[src/rtl/int_fixed_point_div_seq.sv]
// rtl/int_fixed_point_div_seq.sv - sequential signed integer / fixed-point (10.17) divider
// Restoring division, one quotient bit per clock, with saturation and zero-divisor handling.
module int_fixed_point_div_seq (
   input  logic               clk_i,
   input  logic               reset_i,
   input  logic               start_i,
   input  logic signed [20:0] int_in_i,
   input  logic        [9:0]  fixed_X_i,
   input  logic        [16:0] fixed_Y_i,
   output logic               busy_o,
   output logic               done_o,
   output logic signed [20:0] int_out_o,
   output logic               overflow_o,
   output logic               div_by_zero_o
);

   typedef enum logic [1:0] {
      S_IDLE = 2'd0,
      S_DIV  = 2'd1,
      S_FIX  = 2'd2
   } state_t;

   localparam logic [37:0]        POS_LIM = 38'd1048575;
   localparam logic [37:0]        NEG_LIM = 38'd1048576;
   localparam logic signed [20:0] RES_MAX = 21'sd1048575;
   localparam logic signed [20:0] RES_MIN = -21'sd1048576;
   localparam logic [5:0]         LAST_IT = 6'd37;

   state_t             state_q;
   logic [37:0]        dvd_q;
   logic [26:0]        dvs_q;
   logic [27:0]        rem_q;
   logic [37:0]        quot_q;
   logic [5:0]         cnt_q;
   logic               neg_q;
   logic               int_neg_q;
   logic               int_zero_q;
   logic               zero_div_q;
   logic               busy_q;
   logic               done_q;
   logic signed [20:0] int_out_q;
   logic               overflow_q;
   logic               div_by_zero_q;

   logic [26:0]        div_raw;
   logic [26:0]        div_mag;
   logic [20:0]        int_mag;
   logic [27:0]        rem_shift;
   logic               rem_ge;
   logic [27:0]        rem_sub;
   logic signed [20:0] res_d;
   logic               ovf_d;

   always_comb begin
      div_raw = {fixed_X_i, fixed_Y_i};
      div_mag = div_raw[26] ? (~div_raw + 27'd1) : div_raw;
      int_mag = int_in_i[20] ? (~int_in_i + 21'd1) : int_in_i;

      // rem_q[27] would be shifted out; if set, the true value exceeds any divisor
      rem_shift = {rem_q[26:0], dvd_q[37]};
      rem_ge    = rem_q[27] | (rem_shift >= {1'b0, dvs_q});
      rem_sub   = rem_shift - {1'b0, dvs_q};

      res_d = '0;
      ovf_d = 1'b0;
      if (zero_div_q) begin
         if (int_neg_q)
            res_d = RES_MIN;
         else if (!int_zero_q)
            res_d = RES_MAX;
      end else if (neg_q) begin
         if (quot_q > NEG_LIM) begin
            res_d = RES_MIN;
            ovf_d = 1'b1;
         end else begin
            res_d = ~quot_q[20:0] + 21'd1;
         end
      end else begin
         if (quot_q > POS_LIM) begin
            res_d = RES_MAX;
            ovf_d = 1'b1;
         end else begin
            res_d = quot_q[20:0];
         end
      end
   end

   always_ff @(posedge clk_i or posedge reset_i) begin
      if (reset_i) begin
         state_q       <= S_IDLE;
         dvd_q         <= '0;
         dvs_q         <= '0;
         rem_q         <= '0;
         quot_q        <= '0;
         cnt_q         <= '0;
         neg_q         <= 1'b0;
         int_neg_q     <= 1'b0;
         int_zero_q    <= 1'b0;
         zero_div_q    <= 1'b0;
         busy_q        <= 1'b0;
         done_q        <= 1'b0;
         int_out_q     <= '0;
         overflow_q    <= 1'b0;
         div_by_zero_q <= 1'b0;
      end else begin
         done_q <= 1'b0;
         case (state_q)
            S_IDLE: begin
               if (start_i) begin
                  dvd_q      <= {int_mag, 17'd0};
                  dvs_q      <= div_mag;
                  rem_q      <= '0;
                  quot_q     <= '0;
                  cnt_q      <= '0;
                  neg_q      <= int_in_i[20] ^ fixed_X_i[9];
                  int_neg_q  <= int_in_i[20];
                  int_zero_q <= (int_in_i == 21'sd0);
                  zero_div_q <= (div_raw == 27'd0);
                  busy_q     <= 1'b1;
                  state_q    <= S_DIV;
               end
            end
            S_DIV: begin
               rem_q  <= rem_ge ? rem_sub : rem_shift;
               quot_q <= {quot_q[36:0], rem_ge};
               dvd_q  <= {dvd_q[36:0], 1'b0};
               cnt_q  <= cnt_q + 6'd1;
               if (cnt_q == LAST_IT)
                  state_q <= S_FIX;
            end
            S_FIX: begin
               int_out_q     <= res_d;
               overflow_q    <= ovf_d;
               div_by_zero_q <= zero_div_q;
               done_q        <= 1'b1;
               busy_q        <= 1'b0;
               state_q       <= S_IDLE;
            end
            default: begin
               busy_q  <= 1'b0;
               state_q <= S_IDLE;
            end
         endcase
      end
   end

   assign busy_o        = busy_q;
   assign done_o        = done_q;
   assign int_out_o     = int_out_q;
   assign overflow_o    = overflow_q;
   assign div_by_zero_o = div_by_zero_q;

endmodule

[config.mk]
export PLATFORM = sky130hd
export DESIGN_NAME = int_fixed_point_div_seq
export DESIGN_NICKNAME = d
export VERILOG_FILES = /design/src/rtl/int_fixed_point_div_seq.sv
export SDC_FILE = /design/constraint.sdc
export NUM_CORES = 1
export LEC_CHECK = 0
export BUFFER_PORTS_ARGS = -buffer_cell sky130_fd_sc_hd__buf_2
export CORE_UTILIZATION = 55
export CTS_CLUSTER_DIAMETER = 80
export DETAILED_ROUTE_END_ITERATION = 12
export PLACE_DENSITY = 0.8
export SLEW_MARGIN = 5
export SYNTH_ARGS = -nofsm -noshare
export SYNTH_HDL_FRONTEND = slang
export SYNTH_SLANG_ARGS = --single-unit
[constraint.sdc]
create_clock -name clk_i -period 5.84 [get_ports clk_i]
set_input_delay 0.292 -clock clk_i [delete_from_list [all_inputs] [get_ports clk_i]]
set_output_delay 0.292 -clock clk_i [all_outputs]
set_load 0.05 [all_outputs]
==> out/metrics.csv, run 1 <==
metric,value,unit
antenna violations before repair,0,
CP Max Fanout,13,
top_reg_cell synth,dfrtp_1,
Least-Margin Pin Slew,1210,ps
io pins,76,
Filler cells,1351,
layout cells sized above 1,12.5,%
Final Util,63.7,%
FF-to-FF Start,dvd_q[37],
max-cap violations,0,
Tot Pwr,5900,µW
number of synthesized flops with an enable pin,0,
die area,0.0171,mm²
critical path class,reg -> reg,
"Clk Latency, worst-skew pair",430,ps
root cell of the clock tree,clkbuf_16,
flop and latch count out of synthesis,151,
vias per cell,5.97,
sequential element share of the synthesized area,41.3,%
Synth area leader,dfrtp_1,
worst endpoint data arrival time,4070,ps
Die Span Y,131,µm
min Tclk post-route,3740,ps
Final WS setup,2100,ps
FMAX,0.268,GHz
Area Overhead vs Synth,11.8,%
Placement Setup Slack,2240,ps
cells after synthesis,1069,
final hold violations,0,
setup_tns,0,ps
Peak VDD IR,0.000304,V
unrepaired setup endpoints after global routing,false,
post-synth cell types,61,
gr usage total,26.2,%
"CTS clk-pin slew, worst paths",60,ps
Rel. slew slack,19.2,%
"Req. time, crit path",6180,ps
CP Cell Sequence,inv_1 > ha_1 > inv_1 > fa_1 > a21oi_1 > or2_2 > a21oi_1 > o31ai_1 > nand2_1 > o211ai_1 > a21oi_2 > buf_4 > nand2_1 > o211ai_1,
placed cell areas,0.00961,mm²
CP max-delay cell,a21oi_2,
num rows,46,
leakage power,0.00451,µW
Top Family by Delay on Critical Path,compound AO/OA/AOI/OAI gates,
"Buf+Inv Stages, Crit Path",3,
hold_buf cts,0,
post-CTS sizing,0,
Area contributors post-synth,"dfrtp_1, o21ai_0, nand2_1",
Post-CTS Setup Inserts,0,
GP Congestion,0.911,
Async SR Flop Fraction,100,%
PwrDens,577,mW/mm²
fin crit share,64.0,%
vias in the first global route,7398,
first drt pass iteration count,5,
critical path launch point type,flip-flop,
Worst Setup SP,dvd_q[37],
antenna-violating nets left,0,
Finish-stage setup viols,0,
final instance area,0.0102,mm²
Max stage delay on crit path,600,ps
HPWL Detailed,14200,µm
Starting Density,57.0,%
HP Class,in -> async,
NumNets Final,1187,
"Net Count, Synth",1153,
Synth Warn #,0,
final slew viol count,0,
average wire per standard cell,16.0,µm
first-pass GRT wire length,35500,µm
outcome,"complete, no violations",
Detailed Route Iter0 Violations,642,
number of diodes,0,
"Avg Cell Area, Syn",8.55,µm²
H-Tree Depth,4,
Die Wd,131,µm
drc violations,0,
core region area,0.0161,mm²
TritonCTS clock tree,done,
final wirelength,21300,µm
Port-buffer cells,75,
clock buffer count from CTS,17,
Vias,7947,
clk sinks,151,
Mapped Area,0.00915,mm²
largest net degree at the start of global routing,98,
skew final,8.37,ps
grt total ovfl,0,
CP endpoint kind,flip-flop,
Max clock buf depth,2,
Synth top area share,41.3,%
[routing by layer]
| layer | wire [µm] | global-route usage, % | part of all wire, % |
|---|---|---|---|
| met5 | 0 | 0 | 0 |
| met4 | 428 | 8.65 | 2.0 |
| met3 | 878 | 4.93 | 4.1 |
| met2 | 10500 | 43.4 | 49 |
| met1 | 9460 | 34.7 | 44 |
[cell usage after synthesis (all sizes together), types with 3 or more instances]
library cell / n
nand2: 191
o21ai: 159
dfrtp: 151
clkbuf: 58
inv: 49
xor2: 46
a21oi: 38
a22oi: 38
nor2: 35
ha: 32
nand3: 26
mux2i: 23
xnor2: 19
o31ai: 16
or3: 16
a21o: 12
or4: 12
nor4: 11
nand4: 10
buf: 9
nor2b: 9
nor3: 9
o311ai: 9
a31oi: 8
nand2b: 8
nor3b: 8
o211ai: 8
or2: 8
a211o: 7
o41ai: 5
o21a: 4
o22ai: 4
a211oi: 3
a32oi: 3
and2: 3
nor4b: 3
o21bai: 3
[worst paths after layout]
kind,end,slack (ps),depth (start not counted)
max,rem_q[20],2100,14
min in group clk_i,dvd_q[17],160,3
min reg2reg,div_by_zero_o,470,2
max in group asynchronous,dvs_q[1],4520,3
min,quot_q[33],20,2
max reg2reg,rem_q[20],2100,14
[through the flow]
step | hold slack, ps | std cells
floorplan | 443 | 1069
global placement | 461 | 1300
detailed placement | 467 | 1300
CTS | 76.3 | 1332
global route | 113 | 1332
finish | 17.5 | 1332
[cell families after synthesis]
family	count (synthesis)	share of synthesized area, %
buffers and inverters	116	4.82
adders and majority gates	33	4.60
and+or+nand+nor	352	18.2
AOI/OAI and AO/OA	329	22.3
muxes	23	2.52
xor gates and xnor gates	65	6.23
DFF	151	41.3
[final cells by class]
cell class | count | area (µm²) | area share [%]
Sequential cell | 151 | 3780 | 37.0
Clock buffer | 19 | 443 | 4.33
Clock inverter | 13 | 169 | 1.65
Timing Repair Buffer | 82 | 428 | 4.19
Inverter | 49 | 189 | 1.85
Tap cell | 216 | 270 | 2.64
Multi-Input combinational cell | 802 | 4940 | 48.4
[state kept, by name, indices dropped and copies added, names as in the netlist, 2 cells and up]
register,count
dvd_q,21
cnt_q,6
rem_q,28
state_q,2
quot_q,38
dvs_q,27
int_out_o,21
[cells in the final DEF (no fill, tap or decap), types with 7 or more instances in the layout]
| cell | n |
|---|---|
| buf_2 | 75 |
| nand4_1 | 10 |
| nor2b_1 | 8 |
| xnor2_1 | 19 |
| nor3_1 | 9 |
| buf_4 | 7 |
| nand3_1 | 26 |
| clkbuf_16 | 17 |
| nor3b_1 | 8 |
| a22oi_1 | 38 |
| nor4_1 | 11 |
| o311ai_0 | 9 |
| a31oi_1 | 8 |
| or3_1 | 14 |
| ha_1 | 32 |
| or4_1 | 7 |
| o21ai_0 | 159 |
| mux2i_1 | 23 |
| nand2_1 | 190 |
| xor2_1 | 46 |
| o31ai_1 | 16 |
| a211o_1 | 7 |
| dfrtp_1 | 151 |
| o211ai_1 | 8 |
| a21o_1 | 12 |
| nor2_1 | 34 |
| a21oi_1 | 37 |
| inv_1 | 48 |
[power by group]
| group | switching, µW | leakage [µW] | internal, µW |
|---|---|---|---|
| clock network | 448 | 0.000292 | 689 |
| registers | 322 | 0.00183 | 1430 |
| logic | 1790 | 0.00239 | 1220 |
| total | 2560 | 0.00451 | 3340 |
[worst reg2reg max path: cells and delay by family, from the launching register on]
kind                     cells  cell delay, ps
AO/OA/AOI/OAI                6            1610
AND/OR/NAND/NOR              3             730
buffers and inverters        3             510
adder cells (fa/ha/maj)      2             430
flip-flops                   1             350
Power figures use the tool's default switching activity.
==> inputs of run 2 (changes only) <==
clock period = 3.75 ns   (was 5.84 ns; I/O delays follow)
==> run 2 against run 1 <==
Compared with the run above: clock skew is 1.0 ps higher; register-to-register slack worse by 1800 ps; final cell count is 0.53% higher; hold slack better by 18 ps; via count hardly changed; die area stayed put; setup slack worse by 1800 ps; non-clock buffer count is 7 higher; critical path depth stayed put; largest cell class unchanged; sequential power is 55% higher; highest routed layer unchanged; critical path type unchanged; power is 55% higher.
==> out/metrics.csv, run 2 (synthesis gave the netlist of run 1 again) <==
metric,value,unit
antenna-violating nets left,0,
"Req. time, crit path",4010,ps
skew final,9.37,ps
Rel. slew slack,30.8,%
"Clk Latency, worst-skew pair",440,ps
unrepaired setup endpoints after global routing,false,
"CTS clk-pin slew, worst paths",70,ps
drc violations,0,
Die Span Y,131,µm
Placement Setup Slack,372,ps
"most common cell after layout, fill and taps aside",nand2_1,
Peak VDD IR,0.000472,V
FMAX,0.292,GHz
GP Congestion,0.924,
Die Wd,131,µm
post-CTS sizing,0,
placed cell areas,0.00967,mm²
largest registers,"quot_q: 38 flops, rem_q: 28 flops, dvs_q: 27 flops",
layout cells sized above 1,12.9,%
worst endpoint data arrival time,3680,ps
core region area,0.0161,mm²
gr usage total,26.0,%
vias in the first global route,7369,
vias per cell,5.94,
num rows,46,
setup_tns,0,ps
HPWL Detailed,14200,µm
final wirelength,21000,µm
first drt pass iteration count,4,
grt total ovfl,0,
io pins,76,
Vias,7953,
first-pass GRT wire length,35000,µm
critical path class,reg -> reg,
number of diodes,0,
largest net degree at the start of global routing,67,
final slew viol count,0,
Detailed Route Iter0 Violations,630,
most frequent cells in the layout,"nand2_1, o21ai_0, dfrtp_1",
max-cap violations,0,
antenna violations before repair,0,
Largest Register,quot_q,
Inst Count DP,1306,
clock buffer count from CTS,17,
Finish-stage setup viols,0,
max reg flops,38,
outcome,"complete, no violations",
Final WS setup,327,ps
Least-Margin Pin Slew,1040,ps
final instance area,0.0103,mm²
critical path launch point type,flip-flop,
Post-CTS Setup Inserts,0,
Area Overhead vs Synth,12.1,%
final hold violations,0,
root cell of the clock tree,clkbuf_16,
Starting Density,57.0,%
PwrDens,891,mW/mm²
Port-buffer cells,75,
Max clock buf depth,2,
CP endpoint kind,flip-flop,
HP Class,in -> reg,
leakage power,0.00452,µW
TritonCTS clock tree,done,
die area,0.0171,mm²
average wire per standard cell,15.7,µm
min Tclk post-route,3420,ps
clk sinks,151,
H-Tree Depth,4,
fin cells,1339,
fin crit share,91.3,%
CP Max Fanout,13,
NumNets Final,1194,
[run 2: changes by cell type in the layout (fill, tap and decap cells not counted), sizes merged]
cell | previous run | this run
buf | 82 | 88
bufinv | 3 | 1
clkinv | 3 | 2
clkinvlp | 3 | 4
dlygate4sd3 | 0 | 1
inv | 53 | 55
[run 2: final timing paths]
check | cells past startpoint | startpoint | slack, ps | to
min in group asynchronous | 3 | reset_i | 460 | dvs_q[8]
hold reg to reg | 2 | dvs_q[19] | 480 | dvs_q[19]
max in group asynchronous | 4 | reset_i | 2320 | quot_q[32]
setup / recovery | 14 | dvd_q[37] | 330 | rem_q[7]
setup reg to reg | 14 | dvd_q[37] | 330 | rem_q[7]
hold / removal | 3 | int_in_i[0] | 40 | dvd_q[17]
[run 2: power breakdown]
| group | internal (µW) | switching, µW | total, µW | leakage [µW] |
|---|---|---|---|---|
| clock | 951 | 747 | 1700 | 0.000275 |
| sequential | 2230 | 490 | 2720 | 0.00183 |
| combinational | 1920 | 2800 | 4710 | 0.00242 |
[run 2: timing repair]
item | CTS | global route
hold buffers | 1 | 0
endpoints found under the setup margin | 0 | 0
hold endpoints to repair | 34 | 0
[run 2: layout make-up]
class | count | area, µm²
Timing Repair Buffer | 89 | 495
Fill cell | 1336 | 5800
Clock buffer | 19 | 443
Inverter | 49 | 188
Multi-Input combinational cell | 802 | 4940
Sequential cell | 151 | 3780
Tap cell | 216 | 270
Clock inverter | 13 | 136
[run 2: layer usage]
metal | track usage [%] | wire, µm | vias up | share of wire (%)
met4 | 9.87 | 426 | 0 | 2.0
met1 | 34.6 | 9640 | 3824 | 46
li1 | - | - | 3882 | -
met3 | 4.32 | 785 | 42 | 3.7
met5 | 0 | 0 | - | 0
met2 | 42.6 | 10200 | 205 | 48
[run 2: per-stage QoR]
step	utilization [%]	total power, µW	hold WS [ps]
after floorplan	-	6280	359
after global placement	60.2	7200	383
after detailed placement	60.2	7340	391
after CTS	63.9	9090	37.3
after global routing	63.9	9820	44.3
final	63.9	9130	35.6
[run 2: critical path, cell delays in order (launching register included)]
cell,delay (ps)
dfrtp_1,360
inv_1,70
ha_1,210
inv_1,70
fa_1,200
a21oi_1,90
or2_2,320
a21oi_1,230
o31ai_1,120
nand2_1,130
o211ai_1,200
a21oi_2,570
buf_4,370
mux2i_1,200
o21ai_0,100
==> inputs of run 3 (changes only) <==
clock period = 4.2 ns   (was 3.75 ns; I/O delays follow)
==> run 3 against run 2 <==
Compared with the run above: the run now ends with hold timing left; final cell count is 0.45% lower; hold slack worse by 54 ps; power is 12% lower; setup slack better by 320 ps; critical endpoint is now int_out_o[19]; largest power group unchanged.
==> out/metrics.csv, run 3 (synthesis gave the netlist of run 1 again) <==
metric,value,unit
hold_buf cts,0,
CP endpoint kind,flip-flop,
core region area,0.0161,mm²
Least-Margin Pin Slew,1020,ps
Max clock buf depth,2,
Post-CTS Setup Inserts,0,
fin crit share,84.7,%
layout cells sized above 1,12.4,%
Vias,8004,
root cell of the clock tree,clkbuf_16,
Min Hold Slack,-18.5,ps
GP Congestion,0.926,
placed cell areas,0.00964,mm²
footprint of the multi-input gates,0.00494,mm²
"Clk Latency, worst-skew pair",420,ps
clk sinks,151,
"CTS clk-pin slew, worst paths",60,ps
PwrDens,791,mW/mm²
first-pass GRT wire length,35600,µm
NumNets Final,1189,
largest registers,"quot_q: 38 flops, rem_q: 28 flops, dvs_q: 27 flops",
Largest Register,quot_q,
CP Max Fanout,20,
outcome,"complete, but fails checks",
critical path class,reg -> reg,
final wirelength,21000,µm
num rows,46,
vias per cell,6.00,
io pins,76,
FMAX,0.281,GHz
leakage power,0.00450,µW
Port-buffer cells,75,
final instance area,0.0102,mm²
final slew viol count,0,
max reg flops,38,
Starting Density,57.0,%
worst endpoint data arrival time,3910,ps
antenna violations before repair,0,
most frequent cells in the layout,"nand2_1, o21ai_0, dfrtp_1",
HPWL Detailed,13900,µm
Final WS setup,644,ps
number of diodes,0,
first drt pass iteration count,6,
Final Util,63.5,%
average wire per standard cell,15.7,µm
setup_tns,0,ps
Peak VDD IR,0.000431,V
max-cap violations,0,
min Tclk post-route,3560,ps
vias in the first global route,7419,
largest net degree at the start of global routing,152,
die area,0.0171,mm²
Area Overhead vs Synth,11.5,%
drc violations,0,
Die Span Y,131,µm
Die Wd,131,µm
Placement Setup Slack,757,ps
critical path launch point type,flip-flop,
clock buffer count from CTS,17,
final hold violations,5,
antenna-violating nets left,0,
post-CTS sizing,0,
"most common cell after layout, fill and taps aside",nand2_1,
R2R Setup Slk,640,ps
TritonCTS clock tree,done,
H-Tree Depth,4,
gr usage total,26.1,%
HP Class,in -> async,
skew final,7.12,ps
failing checks,hold timing,
Filler cells,1379,
Sequential Area,0.00378,mm²
Finish-stage setup viols,0,
Rel. slew slack,31.7,%
"Req. time, crit path",4550,ps
grt total ovfl,0,
Detailed Route Iter0 Violations,902,
unrepaired setup endpoints after global routing,false,
==> run 3: path summary, 6_finish.rpt <==
| kind | from | to | cells past startpoint |
|---|---|---|---|
| max | quot_q[0] | int_out_o[19] | 10 |
| max reg2reg | quot_q[0] | int_out_o[19] | 10 |
| min reg2reg | cnt_q[5] | cnt_q[5] | 1 |
| max in group asynchronous | reset_i | dvs_q[8] | 3 |
| min | reset_i | dvs_q[5] | 3 |
| min in group clk_i | int_in_i[0] | dvd_q[17] | 3 |
==> run 3: routing by layer <==
layer	wire (µm)	vias up	global-route usage [%]
met5	0	-	0
met4	374	0	8.05
met3	1130	34	5.33
met2	10200	260	42.8
met1	9260	3838	34.8
li1	-	3872	-
==> run 3: power by group <==
group,internal [µW],switching (µW)
clock network,870,595
registers,1990,444
logic,1700,2460
total,4570,3500
==> run 3: per-stage QoR <==
step	cells	power (µW)
after floorplan	1069	5610
after CTS	1333	8060
after global placement	1302	6410
after global routing	1333	8740
after detailed placement	1302	6520
final	1333	8070
==> run 3: cell type report <==
cell class	instances	share of cell area, %
Sequential cell	151	37.1
Inverter	49	1.84
Timing Repair Buffer	84	4.47
Tap cell	216	2.65
Multi-Input combinational cell	802	48.5
Clock inverter	12	1.26
Clock buffer	19	4.24
==> run 3: worst max-delay path: stages (launching register included) <==
cell and delay [ps]:
dfrtp_1 390, inv_1 110, ha_1 190, or3b_2 530, nor4b_2 420, nand4_1 200
a21o_1 430, or2_1 520, o311ai_0 440, a22oi_1 130, nand2_1 110
